File: src/rtl/triad_pkg.sv
// Shared triad link definitions: sizes, encoder state enum and the per-distrip
// triad encoding function used by both the encoder and the decoder tests.
package triad_pkg;

  localparam int TRIAD_LEN = 3;
  localparam int N_DISTRIP = 8;
  localparam int HS_PER_DS = 4;
  localparam int HS_WIDTH  = N_DISTRIP * HS_PER_DS;

  // The gap state is GAP_WAIT so it cannot collide with the GAP parameter.
  typedef enum logic [2:0] {
    IDLE,
    BIT0,
    BIT1,
    BIT2,
    GAP_WAIT
  } triad_state_t;

  typedef struct packed {
    logic [TRIAD_LEN-1:0] bits;
    logic                 multihit;
  } triad_t;

  // Lowest set half-strip wins; triad is {1, idx[1], idx[0]}, all-zero when empty.
  function automatic triad_t triad_bits(input logic [HS_PER_DS-1:0] g);
    triad_t     t;
    logic [1:0] idx;
    logic [2:0] cnt;
    t   = '0;
    idx = '0;
    cnt = '0;
    for (int b = HS_PER_DS - 1; b >= 0; b--) begin
      if (g[b]) begin
        idx = 2'(b);
        cnt = cnt + 3'd1;
      end
    end
    if (g != '0) begin
      t.bits = {1'b1, idx};
    end
    t.multihit = (cnt > 3'd1);
    return t;
  endfunction

endpackage

File: src/rtl/triad_encode_ch.sv
// One distrip channel: priority encoder, 3-bit triad shift register and
// multihit pulse. The serial output is taken straight from the register MSB.
module triad_encode_ch
  import triad_pkg::*;
(
  input  logic                 clock40,
  input  logic                 reset,
  input  logic                 load,
  input  logic                 shift,
  input  logic [HS_PER_DS-1:0] group,
  output logic                 serial,
  output logic                 multihit
);

  triad_t               enc;
  logic [TRIAD_LEN-1:0] sr_reg;
  logic                 mh_reg;

  assign enc = triad_bits(group);

  always_ff @(posedge clock40) begin
    if (reset) begin
      sr_reg <= '0;
      mh_reg <= 1'b0;
    end else begin
      mh_reg <= 1'b0;
      if (load) begin
        sr_reg <= enc.bits;
        mh_reg <= enc.multihit;
      end else if (shift) begin
        // Shifting on the last bit empties the register, returning the line to 0.
        sr_reg <= {sr_reg[TRIAD_LEN-2:0], 1'b0};
      end
    end
  end

  assign serial   = sr_reg[TRIAD_LEN-1];
  assign multihit = mh_reg;

endmodule

File: src/rtl/triad_encoder.sv
// Eight-channel distrip triad serializer with one shared sequencing FSM.
// Optional error counter ports are enabled by defining TRIAD_ENC_ERRCNT_EN.
module triad_encoder
  import triad_pkg::*;
#(
  parameter int unsigned GAP = 2
)
(
  input  logic                 clock40,
  input  logic                 reset,
  input  logic [HS_WIDTH-1:0]  halfstrips_in,
  input  logic                 start,
`ifdef TRIAD_ENC_ERRCNT_EN
  input  logic                 errcnt_rst,
  output logic [31:0]          errcnt,
`endif
  output logic                 ready,
  output logic [N_DISTRIP-1:0] distrip_out,
  output logic [N_DISTRIP-1:0] multihit,
  output logic                 done
);

  localparam logic [3:0] GAP_M1 = 4'((GAP == 0) ? 0 : GAP - 1);

  triad_state_t state_reg;
  logic [3:0]   gap_cnt_reg;
  logic         ready_reg;
  logic         done_reg;
  logic         load;
  logic         shift;

  assign load  = (state_reg == IDLE) && start;
  assign shift = (state_reg == BIT0) || (state_reg == BIT1) || (state_reg == BIT2);

  always_ff @(posedge clock40) begin
    if (reset) begin
      state_reg   <= IDLE;
      gap_cnt_reg <= '0;
      ready_reg   <= 1'b1;
      done_reg    <= 1'b0;
    end else begin
      done_reg <= 1'b0;
      case (state_reg)
        IDLE: begin
          if (start) begin
            state_reg <= BIT0;
            ready_reg <= 1'b0;
          end
        end
        BIT0: state_reg <= BIT1;
        BIT1: begin
          state_reg <= BIT2;
          done_reg  <= 1'b1;
        end
        BIT2: begin
          if (GAP == 0) begin
            state_reg <= IDLE;
            ready_reg <= 1'b1;
          end else begin
            state_reg   <= GAP_WAIT;
            gap_cnt_reg <= GAP_M1;
          end
        end
        GAP_WAIT: begin
          if (gap_cnt_reg == 4'd0) begin
            state_reg <= IDLE;
            ready_reg <= 1'b1;
          end else begin
            gap_cnt_reg <= gap_cnt_reg - 4'd1;
          end
        end
        default: begin
          state_reg <= IDLE;
          ready_reg <= 1'b1;
        end
      endcase
    end
  end

  assign ready = ready_reg;
  assign done  = done_reg;

  generate
    for (genvar gi = 0; gi < N_DISTRIP; gi++) begin : g_ch
      triad_encode_ch u_ch (
        .clock40  (clock40),
        .reset    (reset),
        .load     (load),
        .shift    (shift),
        .group    (halfstrips_in[gi*HS_PER_DS +: HS_PER_DS]),
        .serial   (distrip_out[gi]),
        .multihit (multihit[gi])
      );
    end
  endgenerate

`ifdef TRIAD_ENC_ERRCNT_EN
  logic [N_DISTRIP-1:0] mh_now;
  logic                 err_event;
  logic [31:0]          errcnt_reg;

  generate
    for (genvar gi = 0; gi < N_DISTRIP; gi++) begin : g_mh
      triad_t enc_now;
      assign enc_now    = triad_bits(halfstrips_in[gi*HS_PER_DS +: HS_PER_DS]);
      assign mh_now[gi] = enc_now.multihit;
    end
  endgenerate

  // A multihit accept and an ignored start are one error event, never two.
  assign err_event = (load && (|mh_now)) || (start && (state_reg != IDLE));

  always_ff @(posedge clock40) begin
    if (reset || errcnt_rst) begin
      errcnt_reg <= '0;
    end else if (err_event && (errcnt_reg != 32'hFFFF_FFFF)) begin
      errcnt_reg <= errcnt_reg + 32'd1;
    end
  end

  assign errcnt = errcnt_reg;
`endif

endmodule

File: config.mk
export PLATFORM = sky130hd
export DESIGN_NAME = triad_encoder
export DESIGN_NICKNAME = d
export VERILOG_FILES = /design/src/rtl/triad_pkg.sv /design/src/rtl/triad_encode_ch.sv /design/src/rtl/triad_encoder.sv
export SDC_FILE = /design/constraint.sdc
export NUM_CORES = 1
export LEC_CHECK = 0
export CAP_MARGIN = 25
export CORE_ASPECT_RATIO = 1.2
export CORE_UTILIZATION = 55
export CTS_BUF_LIST = sky130_fd_sc_hd__clkbuf_8
export CTS_CLUSTER_SIZE = 12
export DETAILED_ROUTE_END_ITERATION = 10
export GPL_ROUTABILITY_DRIVEN = 1
export GPL_TIMING_DRIVEN = 1
export PLACE_DENSITY = 0.91
export SETUP_SLACK_MARGIN = 0.1
export SLEW_MARGIN = 20
export SYNTH_ARGS = -nofsm -noshare
export SYNTH_HDL_FRONTEND = slang
export SYNTH_HIERARCHICAL = 1
export SYNTH_SLANG_ARGS = --single-unit
File: constraint.sdc
create_clock -name clock40 -period 3.45 [get_ports clock40]
set_clock_uncertainty 0.1 [all_clocks]
set_input_delay 0.5175 -clock clock40 [delete_from_list [all_inputs] [get_ports clock40]]
set_output_delay 0.5175 -clock clock40 [all_outputs]
set_load 0.01 [all_outputs]
Word-level counts from Yosys, hierarchy flattened
Index checks and enable logic that the tools add are counted.
{"block": "op_classes", "addsub": 25, "n_mul": 0, "n_div": 0, "order_cmp": 8, "n_eq_ne": 7, "n_shift": 0, "n_mux": 97, "bitwise": 2, "n_reduce_logical": 20}
{"operator": "$mux W3", "count": 50}
{"operator": "$mux W2", "count": 32}
{"operator": "$add A3 B1 Y3 const B", "count": 16}
{"operator": "$reduce_bool A4 Y1", "count": 8}
{"operator": "$gt A3 B1 Y1 const B", "count": 8}
{"operator": "$add A1 B1 Y2 const B", "count": 8}
{"operator": "$pmux W3 S5", "count": 1}
{"operator": "$mux W1", "count": 11}
{"operator": "$pmux W4 S2", "count": 1}
{"operator": "$eq A3 B2 Y1 const B", "count": 2}
{"operator": "$ne A2 B2 Y1 const B", "count": 3}
{"operator": "$logic_not A4 Y1", "count": 1}
{"operator": "$mux W4", "count": 1}
{"operator": "$reduce_and A2 Y1", "count": 2}
{"operator": "$reduce_bool A2 Y1", "count": 2}
{"operator": "$sub A4 B1 Y4 const B", "count": 1}
{"operator": "$eq A3 B1 Y1 const B", "count": 1}
{"operator": "$eq A3 B3 Y1 const B", "count": 1}
{"operator": "$logic_not A3 Y1", "count": 1}
{"operator": "$pmux W1 S3", "count": 1}
{"operator": "$reduce_and A3 Y1", "count": 1}
{"operator": "$reduce_or A3 Y1", "count": 1}
{"operator": "$logic_or A1 B1 Y1", "count": 2}
{"operator": "$not A1 Y1", "count": 2}
{"operator": "other kinds (2)", "count": 2}
{"block": "totals", "regBits": 41, "latch_bits": 0, "ramBits": 0, "mem_bits_ro": 0, "in_bits": 35, "out_inout_bits": 18, "elab_cells": 179, "n_memories": 0}

Longest topological paths before layout
{"block": "depth", "depth_word": 8, "depth_mapped": 6, "mapped_depth_nobuf": 6}

Modules after synthesis
Netlist, hierarchy kept.
{"module": "triad_encode_ch", "n_inst": 8, "cells_per_inst": 38, "area_each_um2": 326.6, "seq_area_each_um2": 80.1}
{"module": "triad_encoder", "n_inst": 1, "cells_per_inst": 45, "area_each_um2": 406.6, "seq_area_each_um2": 180.2}

Worst setup path after synthesis
Ideal clock, no wire load.
{"block": "synth_path", "kind": "register to register", "from": "register state_reg[0]", "to": "register g_ch[0].u_ch.mh_reg", "setup_ns": 0.104, "arrival_ns": 2.490, "required_ns": 3.246, "slack_ns": 0.756, "path_stages_with_launch": 6, "path_buffers": 0, "synth_period_minus_slack_ns": 2.694, "path_cell_list": "dfxtp_1 -> nor2_1 -> nand2_1 -> nor2_1 -> inv_1 -> a2111oi_2"}
{"block": "synth_between", "elab_chain_len": 4}
{"item": "start: declaration", "line_no": "triad_encoder.sv:25", "text": "triad_state_t state_reg;"}
{"item": "start signal: assignment", "line_no": "triad_encoder.sv:37", "text": "state_reg <= IDLE;"}
{"item": "start signal: assignment", "line_no": "triad_encoder.sv:46", "text": "state_reg <= BIT0;"}
{"item": "start signal: assignment", "line_no": "triad_encoder.sv:50", "text": "BIT0: state_reg <= BIT1;"}
{"item": "$logic_not A3 Y1", "line_no": "triad_encoder.sv:32", "text": "assign load = (state_reg == IDLE) && start;"}
{"item": "$logic_and A1 B1 Y1", "line_no": "triad_encoder.sv:32"}
{"item": "via load", "line_no": "triad_encoder.sv:29", "text": "logic load;"}
{"item": "$not A1 Y1 (no line)"}
{"item": "$reduce_or A2 Y1 (no line)"}
{"item": "end signal: assignment", "line_no": "triad_encode_ch.sv:29", "text": "mh_reg <= enc.multihit;"}
{"item": "end: declaration", "line_no": "triad_encode_ch.sv:17", "text": "logic mh_reg;"}
The timed path passes the listed nets, and every way through them passes these cells.
A chain may end at the register's enable or synchronous reset.

Final worst setup path
{"block": "layout_path", "from": "input halfstrips_in[26]", "to": "register g_ch[6].u_ch.mh_reg"}
{"block": "layout_between", "elab_chain_len": 6}
{"item": "start: declaration", "line_no": "triad_encoder.sv:11", "text": "input logic [HS_WIDTH-1:0] halfstrips_in,"}
{"item": "$mux W3 (*)", "line_no": "triad_pkg.sv:33", "text": "if (g[b]) begin"}
{"item": "$add A3 B1 Y3", "line_no": "triad_pkg.sv:35", "text": "cnt = cnt + 3'd1;"}
{"item": "$mux W3 (*)", "line_no": "triad_pkg.sv:33"}
{"item": "$add A3 B1 Y3", "line_no": "triad_pkg.sv:35"}
{"item": "$mux W3 (*)", "line_no": "triad_pkg.sv:33"}
{"item": "$gt A3 B1 Y1 (*)", "line_no": "triad_pkg.sv:41", "text": "t.multihit = (cnt > 3'd1);"}
{"item": "end signal: assignment", "line_no": "triad_encode_ch.sv:29"}
{"item": "end: declaration", "line_no": "triad_encode_ch.sv:17"}
Mark *: on every way between the ends. The rest lies on a longest branch, timed or not.

==> impl_metrics.tcl <==
set metrics [dict create \
    grt_pass1_vias 2368 \
    tritoncts "done" \
    cts.sink_count 41 \
    min_period_ns 2.24 \
    final_common_cell "clkdlybuf4s50_1" \
    ys_seq_elements 41 \
    cp-end-kind "register" \
    syn2layout_area_growth_pct 21.0 \
    post_cts_buffers 0 \
    cp_num_buf_inv 2 \
    rsz0062_at_grt "false" \
    die_x_um 69.6 \
    synth_cells 349 \
    ys_seq_area_frac 0.272 \
    dr_total_vias 2514 \
    drive_gt1_frac 0.0748 \
    max_slew_margin 0.446 \
    fin_util 0.690 \
    row_count 29 \
    p_leak_nw 1.48 \
    start_util 0.570 \
    wl_um 5650 \
    path_class "input pin to register" \
    required_ns 3.54 \
    synth_ff_type "dfxtp_1" \
    grt_start_max_net_pins 49 \
    fin_ws_ns 1.21 \
    drtIter0Drc 121 \
    fin_area_sq_um 3650 \
    drc 0 \
    critPathLaunchType "input pin" \
    hold_path.class "register to register" \
    track_usage 0.209 \
    hold_buffers 0 \
    syn_nets 425 \
    ios 53 \
    ctsResizeCount 0 \
    dp_hpwl_um 4340 \
    dieArea_sq_um 5790 \
    cellPowerDensity_nw_per_um2 358 \
    slowest_delay_ns 0.50 \
    grt_pass1_wl_um 10100 \
    gp_congestion 0.787 \
    io_buffers 52 \
    cts_max_level 2 \
    setup-violations-final 0 \
    maxCapViolations 0 \
    path_max_fanout 3 \
    core-area_sq_um 5300 \
    ctsRootBufferMaster "clkbuf_8" \
    cp.arrival_ns 2.33 \
    antenna_found_initial 0 \
    synth_edf_count 0 \
    max-vdd-ir-drop_mv 0.189 \
    place_ws_ns 0.888 \
    cts_buffer_depth 2 \
    crit_chain "clkdlybuf4s50_1, inv_1, ha_1, xor2_1, ha_1, xor2_1, a2111oi_2" \
    cpLargestDelayFamily "buffers and inverters" \
    tightest_slew_ns 0.831 \
    cts_buffers 5 \
    overflow 0 \
    layout.nets 476 \
    fmax_ghz 0.446 \
    final_cell_mix "clkdlybuf4s50_1, ha_1, dfxtp_1, inv_1, nor2_1" \
    async_flop_share 0 \
    synth_area_per_cell_sq_um 8.65 \
    drt-pass1-iter-count 4 \
    clkSlewWorstSetupHoldPaths_ns 0.08 \
    largest_register_ffs 24 \
    wl_per_cell_um 12.2 \
    yosys_warnings 6 \
    avgViaCountPerCell 5.43 \
    ys_types 34 \
    dpl_cell_area_sq_um 3540 \
    timing.hold.ws_ns 0.360 \
    drtAntennaViolNets 0 \
    syn_area_sq_um 3020 \
    diodes 0 \
    hold_viol 0 \
    insertion_delay_ns 0.29 \
    die_h_um 83.2 \
    tns_ns 0 \
    finalCritPeriodShare 0.650 \
    cp_slowest_cell "clkdlybuf4s50_1" \
    slew_viol_final 0 \
    status "finished clean" \
    nFillCells 438 \
]
==> cell type report <==
type | count | area (sq um) | area share
multi-input cells | 263 | 1980 | 0.541
flip-flops and latches | 41 | 821 | 0.225
repair buffers | 54 | 531 | 0.145
inverters | 35 | 131 | 0.0360
well taps | 62 | 77.6 | 0.0212
clock buffers | 5 | 68.8 | 0.0188
clock inverters | 3 | 46.3 | 0.0127
==> synthesized netlist by cell type, types with 2 or more instances <==
cell type / count / share of area
xor2_1: 16 / 0.046
a21oi_1: 27 / 0.045
nor2b_1: 32 / 0.066
nor3_1: 3 / 0.0050
a2111oi_2: 8 / 0.040
ha_1: 41 / 0.17
nand2_1: 17 / 0.021
o211ai_1: 3 / 0.0075
a221oi_1: 8 / 0.023
buf_6: 8 / 0.030
nor2_1: 36 / 0.045
a211oi_1: 10 / 0.025
o21ai_1: 9 / 0.015
mux2_1: 8 / 0.030
a311oi_1: 8 / 0.023
nand3_1: 8 / 0.013
nand3_2: 8 / 0.027
or3_1: 2 / 0.0041
nand2b_1: 8 / 0.017
dfxtp_1: 41 / 0.27
inv_1: 35 / 0.044
==> path summary, 6_finish.rpt <==
kind / start / end / slack [ns] / cells past startpoint
worst max-delay path: halfstrips_in[26] / g_ch[6].u_ch/multihit$_SDFF_PP0_ / 1.21 / 7
worst min-delay path: g_ch[0].u_ch/sr_reg[0]$_SDFFE_PP0P_ / g_ch[0].u_ch/sr_reg[0]$_SDFFE_PP0P_ / 0.36 / 2
worst min register to register: g_ch[0].u_ch/sr_reg[0]$_SDFFE_PP0P_ / g_ch[0].u_ch/sr_reg[0]$_SDFFE_PP0P_ / 0.36 / 2
worst max register to register: state_reg[0]$_SDFFE_PP0P_ / g_ch[7].u_ch/sr_reg[1]$_SDFFE_PP0P_ / 1.27 / 6
==> routing by layer <==
metal	up-vias	share of wire	global-route usage
met5	-	0	0
met1	1159	0.43	0.257
met4	0	0.0071	0.0545
li1	1307	-	-
met2	44	0.53	0.373
met3	4	0.029	0.0340
==> worst reg2reg max path, delay by kind of cell, from the launching register on <==
family	cells	cell delay (ns)
simple gates	3	0.76
flops	1	0.43
mux	1	0.35
buf+inv	1	0.34
compound gates	1	0.06
==> cell families after synthesis <==
| kind of cell | synth area share |
|---|---|
| xor gates and xnor gates | 0.0493 |
| AOI/OAI and AO/OA | 0.184 |
| DFF | 0.272 |
| muxes | 0.0298 |
| adders and majority gates | 0.170 |
| buffers and inverters | 0.0763 |
| and+or+nand+nor | 0.219 |
==> power by group <==
group | total [mW] | internal [mW] | switching [mW]
sequential | 0.525 | 0.507 | 0.0179
combinational | 0.399 | 0.190 | 0.209
clock | 0.384 | 0.216 | 0.167
==> per-stage QoR <==
stage	instances	power [mW]
4_1_cts	463	1.32
3_5_place_dp	455	0.935
5_1_grt	463	1.39
3_3_place_gp	455	0.918
2_1_floorplan	349	0.796
6_report	463	1.31
No activity file was read; power rests on OpenSTA's default activity.
